File: config.mk
export PLATFORM = sky130hd
export DESIGN_NAME = inst_loader_flat
export DESIGN_NICKNAME = d
export VERILOG_FILES = /design/src/rtl/inst_loader_pkg.sv /design/src/rtl/inst_loader_if.sv /design/src/rtl/inst_loader_word_asm.sv /design/src/rtl/inst_loader.sv /design/src/flat_wrapper.sv
export SDC_FILE = /design/constraint.sdc
export NUM_CORES = 1
export LEC_CHECK = 0
export CELL_PAD_IN_SITES_DETAIL_PLACEMENT = 2
export CELL_PAD_IN_SITES_GLOBAL_PLACEMENT = 2
export CORE_MARGIN = 3
export CORE_UTILIZATION = 32
export CTS_BUF_LIST = sky130_fd_sc_hd__clkbuf_8
export DETAILED_ROUTE_END_ITERATION = 10
export PLACE_DENSITY = 0.82
export SLEW_MARGIN = 20
export SYNTH_ARGS = -nofsm -noshare
export SYNTH_HDL_FRONTEND = slang
export SYNTH_HIERARCHICAL = 1
export SYNTH_SLANG_ARGS = --single-unit
File: constraint.sdc
create_clock -name clk -period 3.1 [get_ports clk]
set_clock_uncertainty 0.2 [all_clocks]
set_input_delay 0.31 -clock clk [delete_from_list [all_inputs] [get_ports clk]]
set_output_delay 0.31 -clock clk [all_outputs]
set_load 0.1 [all_outputs]
File: src/rtl/inst_loader_pkg.sv
`default_nettype none
// ============================================================================
//  Module      : loader_pkg
//  Description : Shared types and constants for the boot-time program loader.
//  Revision    : 1.0 - initial release
// ============================================================================
package loader_pkg;

    // Loader frame-parsing states
    typedef enum logic [2:0] {
        IDLE   = 3'd0,
        CNT_LO = 3'd1,
        CNT_HI = 3'd2,
        DATA   = 3'd3,
        CHECK  = 3'd4,
        DONE   = 3'd5,
        ERR    = 3'd6
    } ldr_state_t;

    localparam logic [7:0] LDR_HEADER         = 8'hA5;
    localparam int         LDR_BYTES_PER_WORD = 4;

endpackage : loader_pkg
`default_nettype wire

File: src/rtl/inst_loader_if.sv
`default_nettype none
// ============================================================================
//  Module      : inst_loader_if
//  Description : Host byte link plus instruction-memory write port of the
//                loader. The master side is the loader itself.
//  Revision    : 1.0 - initial release
// ============================================================================
interface inst_loader_if #(
    parameter int ADDR_W = 16,
    parameter int INST_W = 26
) ();
    logic [7:0]        in_data;
    logic              in_valid;
    logic              in_ready;
    logic              mem_we;
    logic [ADDR_W-1:0] mem_addr;
    logic [INST_W-1:0] mem_data;

    modport master (
        input  in_data, in_valid,
        output in_ready, mem_we, mem_addr, mem_data
    );

    modport slave (
        output in_data, in_valid,
        input  in_ready, mem_we, mem_addr, mem_data
    );
endinterface : inst_loader_if
`default_nettype wire

File: src/rtl/inst_loader_word_asm.sv
`default_nettype none
// ============================================================================
//  Module      : loader_word_asm
//  Description : Assembles accepted bytes into 32-bit little-endian words and
//                pulses word_valid_o on the byte that completes a word.
//  Revision    : 1.0 - initial release
// ============================================================================
module loader_word_asm
    import loader_pkg::*;
(
    input  wire logic        clk,
    input  wire logic        rst,
    input  wire logic        accept_i,
    input  wire logic        clear_i,
    input  wire logic [7:0]  byte_i,
    output logic             word_valid_o,
    output logic [31:0]      word_o
);

    localparam logic [1:0] c_last_idx = 2'(LDR_BYTES_PER_WORD - 1);

    logic [1:0]  idx_q;
    logic [31:0] shift_q;

    // First byte lands in the LSBs once the fourth byte has been shifted in
    assign word_o       = {byte_i, shift_q[31:8]};
    assign word_valid_o = accept_i && (idx_q == c_last_idx);

    // Byte index and shift register; cleared whenever no word is in progress
    always_ff @(posedge clk) begin
        if (rst || clear_i) begin
            idx_q   <= 2'd0;
            shift_q <= 32'd0;
        end else if (accept_i) begin
            idx_q   <= idx_q + 2'd1;
            shift_q <= word_o;
        end
    end

endmodule : loader_word_asm
`default_nettype wire

File: src/rtl/inst_loader.sv
`default_nettype none
// ============================================================================
//  Module      : inst_loader
//  Description : Boot-time program loader. Parses a framed byte stream,
//                writes 26-bit instructions from address 0 and releases the
//                core from reset only after a frame passes its checksum.
//  Revision    : 1.0 - initial release
// ============================================================================
module inst_loader
    import loader_pkg::*;
#(
    parameter int INST_W = 26,
    parameter int ADDR_W = 16,
    parameter int DEPTH  = 65536
) (
    input  wire logic      clk,
    input  wire logic      rst,
    inst_loader_if.master  bus,
    output logic           core_rst,
    output logic           done,
    output logic           error
);

    localparam logic [16:0] c_max_words = 17'(DEPTH);

    ldr_state_t        state_q, state_d;
    logic [15:0]       count_q, count_d;
    logic [16:0]       wcnt_q, wcnt_d;
    logic [ADDR_W-1:0] waddr_q, waddr_d;
    logic [7:0]        csum_q, csum_d;
    logic              bad_q, bad_d;
    logic              mem_we_q, mem_we_d;
    logic [ADDR_W-1:0] mem_addr_q, mem_addr_d;
    logic [INST_W-1:0] mem_data_q, mem_data_d;
    logic              core_rst_q, core_rst_d;
    logic              done_q, done_d;
    logic              error_q, error_d;

    logic              w_accept;
    logic              w_is_hdr;
    logic [15:0]       w_new_count;
    logic              w_word_valid;
    logic [31:0]       w_word;

    // One bubble after every write keeps the memory port to one word per 5 cycles
    assign bus.in_ready = !mem_we_q;
    assign bus.mem_we   = mem_we_q;
    assign bus.mem_addr = mem_addr_q;
    assign bus.mem_data = mem_data_q;
    assign core_rst     = core_rst_q;
    assign done         = done_q;
    assign error        = error_q;

    assign w_accept    = bus.in_valid && bus.in_ready;
    assign w_is_hdr    = (bus.in_data == LDR_HEADER);
    assign w_new_count = {bus.in_data, count_q[7:0]};

    loader_word_asm u_word_asm (
        .clk          (clk),
        .rst          (rst),
        .accept_i     (w_accept && (state_q == DATA)),
        .clear_i      (state_q != DATA),
        .byte_i       (bus.in_data),
        .word_valid_o (w_word_valid),
        .word_o       (w_word)
    );

    // Frame parser: next-state, counters, checksum and status flags
    always_comb begin
        state_d    = state_q;
        count_d    = count_q;
        wcnt_d     = wcnt_q;
        waddr_d    = waddr_q;
        csum_d     = csum_q;
        bad_d      = bad_q;
        mem_we_d   = 1'b0;
        mem_addr_d = mem_addr_q;
        mem_data_d = mem_data_q;
        core_rst_d = core_rst_q;
        done_d     = done_q;
        error_d    = error_q;
        if (w_accept) begin
            case (state_q)
                IDLE, DONE, ERR: begin
                    if (w_is_hdr) begin
                        state_d    = CNT_LO;
                        csum_d     = 8'd0;
                        bad_d      = 1'b0;
                        wcnt_d     = 17'd0;
                        waddr_d    = '0;
                        core_rst_d = 1'b1;
                        done_d     = 1'b0;
                        error_d    = 1'b0;
                    end
                end
                CNT_LO: begin
                    count_d[7:0] = bus.in_data;
                    csum_d       = csum_q ^ bus.in_data;
                    state_d      = CNT_HI;
                end
                CNT_HI: begin
                    count_d = w_new_count;
                    csum_d  = csum_q ^ bus.in_data;
                    if ({1'b0, w_new_count} > c_max_words) begin
                        state_d = ERR;
                        error_d = 1'b1;
                    end else if (w_new_count == 16'd0) begin
                        state_d = CHECK;
                    end else begin
                        state_d = DATA;
                    end
                end
                DATA: begin
                    csum_d = csum_q ^ bus.in_data;
                    if (w_word_valid) begin
                        mem_we_d   = 1'b1;
                        mem_addr_d = waddr_q;
                        mem_data_d = w_word[INST_W-1:0];
                        waddr_d    = waddr_q + 1'b1;
                        wcnt_d     = wcnt_q + 17'd1;
                        // Oversized words are still written, truncated, but fail the frame
                        if (w_word[31:INST_W] != '0) begin
                            bad_d = 1'b1;
                        end
                        if ((wcnt_q + 17'd1) == {1'b0, count_q}) begin
                            state_d = CHECK;
                        end
                    end
                end
                CHECK: begin
                    if ((bus.in_data == csum_q) && !bad_q) begin
                        state_d    = DONE;
                        done_d     = 1'b1;
                        core_rst_d = 1'b0;
                    end else begin
                        state_d    = ERR;
                        error_d    = 1'b1;
                        core_rst_d = 1'b1;
                    end
                end
                default: state_d = IDLE;
            endcase
        end
    end

    // State and output registers
    always_ff @(posedge clk) begin
        if (rst) begin
            state_q    <= IDLE;
            count_q    <= 16'd0;
            wcnt_q     <= 17'd0;
            waddr_q    <= '0;
            csum_q     <= 8'd0;
            bad_q      <= 1'b0;
            mem_we_q   <= 1'b0;
            mem_addr_q <= '0;
            mem_data_q <= '0;
            core_rst_q <= 1'b1;
            done_q     <= 1'b0;
            error_q    <= 1'b0;
        end else begin
            state_q    <= state_d;
            count_q    <= count_d;
            wcnt_q     <= wcnt_d;
            waddr_q    <= waddr_d;
            csum_q     <= csum_d;
            bad_q      <= bad_d;
            mem_we_q   <= mem_we_d;
            mem_addr_q <= mem_addr_d;
            mem_data_q <= mem_data_d;
            core_rst_q <= core_rst_d;
            done_q     <= done_d;
            error_q    <= error_d;
        end
    end

endmodule : inst_loader
`default_nettype wire

File: src/flat_wrapper.sv
// flat-port wrapper written by rule: the top's interface ports become plain ports
module inst_loader_flat import loader_pkg::*;
#(
    parameter int INST_W = 26,
    parameter int ADDR_W = 16,
    parameter int DEPTH  = 65536
)
  (clk, rst, core_rst, done, error, bus_in_data, bus_in_valid, bus_in_ready, bus_mem_we, bus_mem_addr, bus_mem_data);
  inst_loader_if #(.ADDR_W(ADDR_W), .INST_W(INST_W)) bus_i ();
  input  wire logic clk;
  input  wire logic rst;
  output logic core_rst;
  output logic done;
  output logic error;
  input wire logic [$bits(bus_i.in_data)-1:0] bus_in_data;
  input wire logic [$bits(bus_i.in_valid)-1:0] bus_in_valid;
  output wire logic [$bits(bus_i.in_ready)-1:0] bus_in_ready;
  output wire logic [$bits(bus_i.mem_we)-1:0] bus_mem_we;
  output wire logic [$bits(bus_i.mem_addr)-1:0] bus_mem_addr;
  output wire logic [$bits(bus_i.mem_data)-1:0] bus_mem_data;
  assign bus_i.in_data = bus_in_data;
  assign bus_i.in_valid = bus_in_valid;
  assign bus_in_ready = bus_i.in_ready;
  assign bus_mem_we = bus_i.mem_we;
  assign bus_mem_addr = bus_i.mem_addr;
  assign bus_mem_data = bus_i.mem_data;
  inst_loader #(.INST_W(INST_W), .ADDR_W(ADDR_W), .DEPTH(DEPTH)) u_core (.clk(clk), .rst(rst), .bus(bus_i), .core_rst(core_rst), .done(done), .error(error));
endmodule
Word level (Yosys, flattened, before mapping)
Index checks and enable logic that the tools add are counted.
{"block": "totals", "out_inout_bits": 47, "in_bits": 11, "regBits": 141, "wordCells": 95}
{"block": "classes", "n_bitwise": 3, "n_lt_le_gt_ge": 1, "muxes": 28, "n_eq_ne": 18, "n_addsub": 3, "reduce_logical": 27}
{"op": "2-to-1 mux 17 bit", "count": 2}
{"op": "one-hot mux 17 bit (2 select lines)", "count": 1}
{"op": "2-to-1 mux 16 bit", "count": 2}
{"op": "one-hot mux 16 bit (2 select lines)", "count": 1}
{"op": "adder 17 x 1 -> 17 bit, second input constant", "count": 1}
{"op": "== test 17 x 16 -> 1 bit", "count": 1}
{"op": "> comparator 16 x 17 -> 1 bit, second input constant", "count": 1}
{"op": "adder 16 x 1 -> 16 bit, second input constant", "count": 1}
{"op": "logical NOT 16 bit", "count": 1}
{"op": "one-hot mux 8 bit (2 select lines)", "count": 1}
{"op": "2-to-1 mux 3 bit", "count": 5}
{"op": "one-hot mux 3 bit (5 select lines)", "count": 1}
{"op": "AND reduction 4 bit", "count": 3}
{"op": "AND reduction 5 bit", "count": 2}
{"op": "== test 3 bit, second input constant", "count": 3}
{"op": "2-to-1 mux 1 bit", "count": 9}
{"op": "AND reduction 3 bit", "count": 3}
{"op": "OR reduction 3 bit", "count": 3}
{"op": "== test 8 bit", "count": 1}
{"op": "== test 8 bit, second input constant", "count": 1}
{"op": "2-to-1 mux 8 bit", "count": 1}
{"op": "inequality test 2 bit, second input constant", "count": 4}
{"op": "bitwise XOR 8 bit", "count": 1}
{"op": "== test 3 x 2 -> 1 bit, second input constant", "count": 2}
{"op": "17 further kinds", "count": 29}

Longest topological paths before layout
{"block": "logic_depth", "ltp_word": 6, "ltp_mapped": 15}

Modules after synthesis
Netlist, hierarchy kept.
{"module": "inst_loader", "area_each_um2": 5054.8, "cells_per_inst": 642, "seq_area_each_um2": 2142.1, "instances": 1}
{"module": "loader_word_asm", "area_each_um2": 1039.7, "cells_per_inst": 95, "seq_area_each_um2": 520.5, "instances": 1}

Worst setup path before layout
OpenSTA, ideal clock, no wires.
{"block": "synth_path", "kind": "register -> register", "from": "reg u_core.mem_we_q, in the netlist u_core/bus.mem_we", "to": "reg u_core.waddr_q[7]", "required_time_ns": 2.830, "path_slack_ns": -0.844, "arrival_time_ns": 3.674, "path_buffers": 3, "synth_period_minus_slack_ns": 3.944, "path_stages_with_launch": 14, "path_cell_list": "dfxtp_1 > inv_1 > nand2_1 > nor2_1 > buf_6 > buf_6 > and2_1 > nand3b_1 > a21oi_1 > o221ai_1 > or2_1 > buf_2 > or3_1 > a21oi_1"}
{"block": "synth_via", "elab_chain_cells": 6}
{"element": "start, declared", "line": "inst_loader.sv:32", "source": "logic mem_we_q, mem_we_d;"}
{"element": "start signal, assigned", "line": "inst_loader.sv:168", "source": "mem_we_q <= mem_we_d;"}
{"element": "logical NOT 1 bit", "line": "inst_loader.sv:46", "source": "assign bus.in_ready = !mem_we_q;"}
{"element": "net bus_in_ready", "line": "flat_wrapper.sv:17", "source": "output wire logic [$bits(bus_i.in_ready)-1:0] bus_in_ready;"}
{"element": "logical AND 1 bit", "line": "inst_loader.sv:54", "source": "assign w_accept = bus.in_valid && bus.in_ready;"}
{"element": "logical AND 1 bit", "line": "inst_loader.sv:61", "source": ".accept_i (w_accept && (state_q == DATA)),"}
{"element": "logical AND 1 bit", "line": "inst_loader_word_asm.sv:27", "source": "assign word_valid_o = accept_i && (idx_q == c_last_idx);"}
{"element": "net u_core.w_word_valid", "line": "inst_loader.sv:42", "source": "logic w_word_valid;"}
{"element": "inequality test 2 bit (no line)"}
{"element": "AND reduction 4 bit (no line)"}
{"element": "end signal, assigned", "line": "inst_loader.sv:165", "source": "waddr_q <= waddr_d;"}
{"element": "end, declared", "line": "inst_loader.sv:29", "source": "logic [ADDR_W-1:0] waddr_q, waddr_d;"}
The timed path passes the listed nets, and every way through them passes these cells.
A chain may end at the register's enable or synchronous reset.

Final worst setup path
{"block": "layout_path", "from": "reg u_core.wcnt_q[0]", "to": "reg u_core.state_q[0]"}
{"block": "layout_via", "elab_chain_cells": 4}
{"element": "start, declared", "line": "inst_loader.sv:28", "source": "logic [16:0] wcnt_q, wcnt_d;"}
{"element": "start signal, assigned", "line": "inst_loader.sv:164", "source": "wcnt_q <= wcnt_d;"}
{"element": "adder 17 x 1 -> 17 bit", "line": "inst_loader.sv:125", "source": "if ((wcnt_q + 17'd1) == {1'b0, count_q}) begin"}
{"element": "== test 17 x 16 -> 1 bit", "line": "inst_loader.sv:125"}
{"element": "inequality test 2 bit (no line)"}
{"element": "AND reduction 4 bit (no line)"}
{"element": "end signal, assigned", "line": "inst_loader.sv:162", "source": "state_q <= state_d;"}
{"element": "end, declared", "line": "inst_loader.sv:26", "source": "ldr_state_t state_q, state_d;"}
Every way passes these cells.

==> run metrics <==
status=complete, no violations; number of placed I/O pins=58; initial core utilization=33.2%; max-slew violation count=0; layout cells sized above 1=15.3%; top-area cell type share of the netlist area=43.7%; Post-Synthesis Cells=737; number of antenna diodes=0; cts hold-fix bufs=0; total number of vias=5496; Placer Congestion=0.856; DP HPWL=13.7 mm; Worst-Margin Slew=1.05 ns; Max-Cap Viols=0; largest net degree at the start of global routing=65; Synth Flop Type=dfxtp_1; H-tree Lvls=4; Leak=2.55 nW; syn_nets=751; Avg Inst Size Synth=8.27 sq um; CTS Sinks=133; drt wl/cell=19.3 um; total CTS buffers=17; count of buffers from port buffering=57; crit path launch type=flip-flop; DRC viols=0; Layout Area Growth over Synthesis=17.3%; vias in the first global route=6032; CTS tree=yes; DP Cell Count=993; RSZ-0062 raised after global routing=no; die area=20700 sq um; FP Rows=49; clock transition at the registers of the reported paths=0.09 ns; min Tclk post-route=2.88 ns; fin crit share=92.9%; # fillers=2046; mapped cell area=6090 sq um; Worst EP arrival=3.04 ns; yosys warns=6; core area=18300 sq um; Peak VDD IR=0.257 mV; clock latency on the worst-skew pair=0.46 ns; Seq/Total Area, Yosys=43.7%; first-pass GRT wire length=32.4 mm; Post-Layout Cell Count=1025; synth unique cells=60; clock root cell=clkbuf_8; Hold Crit Class=input pin to flip-flop; total congestion overflow=0; Die W=144 um; vias per cell=5.36; antenna viol nets, final=0; Layout Nets=797; pwr/cell area=496 nW/um^2; Critical Path End Type=flip-flop; Clock Tree Buf Depth=2; Post-CTS Setup Bufs=0; setup TNS=0 ns; crit path max fanout=8; final setup violation count=0; initial DRC count=267; Detailed Routing Iterations Pass 1=4; critical path type=flip-flop to flip-flop; dominant cells by area after synthesis=dfxtp_1, nand2_1, nor2_1; Yosys top cell by area=dfxtp_1; Yosys reg bits=133; max frequency=347 MHz; Post-synth EDFFs=0; die height=144 um; Rel. slew slack=30.2%; final hold vios=0; post-CTS resize count=0; WP data required=3.26 ns; post-synthesis async set-or-reset flop share=0%; GRT Total Usage=19.9%; drt total wl=19.7 mm; antenna violations before repair=0
[registers in the layout, indices dropped and copies added, names as in the netlist, 2 cells and up]
signal	flops
u_core/bus.mem_addr	16
u_core/waddr_q	16
u_core/wcnt_q	17
u_core/count_q	16
u_core/state_q	3
u_core/u_word_asm/idx_q	2
u_core/bus.mem_data	26
u_core/csum_q	8
u_core/u_word_asm/shift_q	24
[report_power, final]
part	switching [mW]	internal [mW]
Sequential	0.0154	1.72
Clock	0.775	0.745
Combinational	0.196	0.0930
Total	0.987	2.56
[layout by cell type (no fill, tap or decap), types with 3 or more instances in the layout]
cell type / instances
clkdlybuf4s50_1: 9
nor2_1: 102
a21o_1: 5
a31oi_1: 7
clkinvlp_4: 3
xor2_1: 15
nand2_1: 108
and4_1: 3
nor2b_1: 12
mux2i_1: 38
nor4_1: 8
nor3b_1: 3
clkbuf_8: 18
nand3b_1: 4
o21a_1: 3
nand3_1: 15
xnor2_1: 19
a21oi_1: 72
or3_1: 5
dfxtp_1: 132
a311oi_1: 3
and3_1: 8
a22oi_1: 11
ha_1: 3
o22ai_1: 3
o21ai_0: 30
nand4_1: 8
nand2b_1: 5
nor3_2: 4
nor3_1: 12
inv_1: 11
buf_4: 69
inv_6: 6
[Yosys cell counts, types with 4 or more instances]
master / count
a31oi_1: 7
or3_1: 5
a21o_1: 5
dfxtp_1: 133
inv_1: 10
xor2_1: 15
buf_2: 9
nor4_1: 8
nor3_1: 12
mux2i_1: 38
xnor2_1: 19
and3_1: 8
nor3_2: 4
buf_6: 4
buf_4: 8
nand3_1: 15
buf_1: 5
nand2_1: 110
nor2_1: 103
nand3b_1: 4
o21ai_0: 30
nand4_1: 8
clkbuf_1: 24
nor2b_1: 12
a21oi_1: 72
nand2b_1: 5
a22oi_1: 11
[path summary, 6_finish.rpt]
kind         depth (start not counted)  slack [ns]                      end                    start
max                                  8        0.22        u_core/state_q[0]         u_core/wcnt_q[0]
min                                  3        0.20        u_core/bus.mem_we                      rst
max reg2reg                          8        0.22        u_core/state_q[0]         u_core/wcnt_q[0]
min reg2reg                          2        0.26  u_core/bus.mem_data[17]  u_core/bus.mem_data[17]
[kinds of logic (layout without fill, tap and decap cells)]
kind of cell,count (synthesis),in the layout,share of synthesized area (%)
XOR/XNOR,34,34,4.89
multiplexers,38,38,6.24
flip-flops,133,133,43.7
adder cells (fa/ha/maj),4,4,0.780
buffers and inverters,63,122,5.44
AO/OA/AOI/OAI,145,145,13.8
AND/OR/NAND/NOR,320,320,25.2
[per-layer routing]
metal	track usage, %	vias up	share of wire, %
met5	0	-	0
met4	6.89	0	2.1
met3	4.00	32	3.0
met2	34.8	89	51
met1	24.2	2770	44
li1	-	2605	-
[final cells by class]
| class | instances | area, sq um | share of cell area (%) |
|---|---|---|---|
| Inverter | 10 | 41.3 | 0.578 |
| Timing Repair Buffer | 80 | 633 | 8.86 |
| Multi-Input combinational cell | 541 | 3130 | 43.7 |
| Sequential cell | 133 | 2670 | 37.3 |
| Clock buffer | 18 | 248 | 3.47 |
| Clock inverter | 14 | 149 | 2.08 |
| Tap cell | 229 | 287 | 4.01 |
[through the flow]
stage | setup slack (ns) | cell area (sq um) | utilization [%] | hold WS, ns | total power [mW]
2_1_floorplan | 0.0193 | 6120 | - | 0.231 | 1.96
3_3_place_gp | 0.333 | 6750 | 36.8 | 0.247 | 2.05
3_5_place_dp | 0.206 | 6750 | 36.8 | 0.254 | 2.06
4_1_cts | 0.143 | 7150 | 39.0 | 0.174 | 3.59
5_1_grt | 0.0226 | 7150 | 39.0 | 0.212 | 3.69
6_report | 0.220 | 7150 | 39.0 | 0.196 | 3.55
[worst max-delay path, cell delays in order (launching register included)]
cell	delay, ns
dfxtp_1	0.48
ha_1	0.32
nand3_2	0.21
nor4_4	0.46
a31oi_1	0.20
or4_1	0.51
nand3_2	0.11
nand2_1	0.06
o211a_1	0.22
No activity file was read; power rests on OpenSTA's default activity.
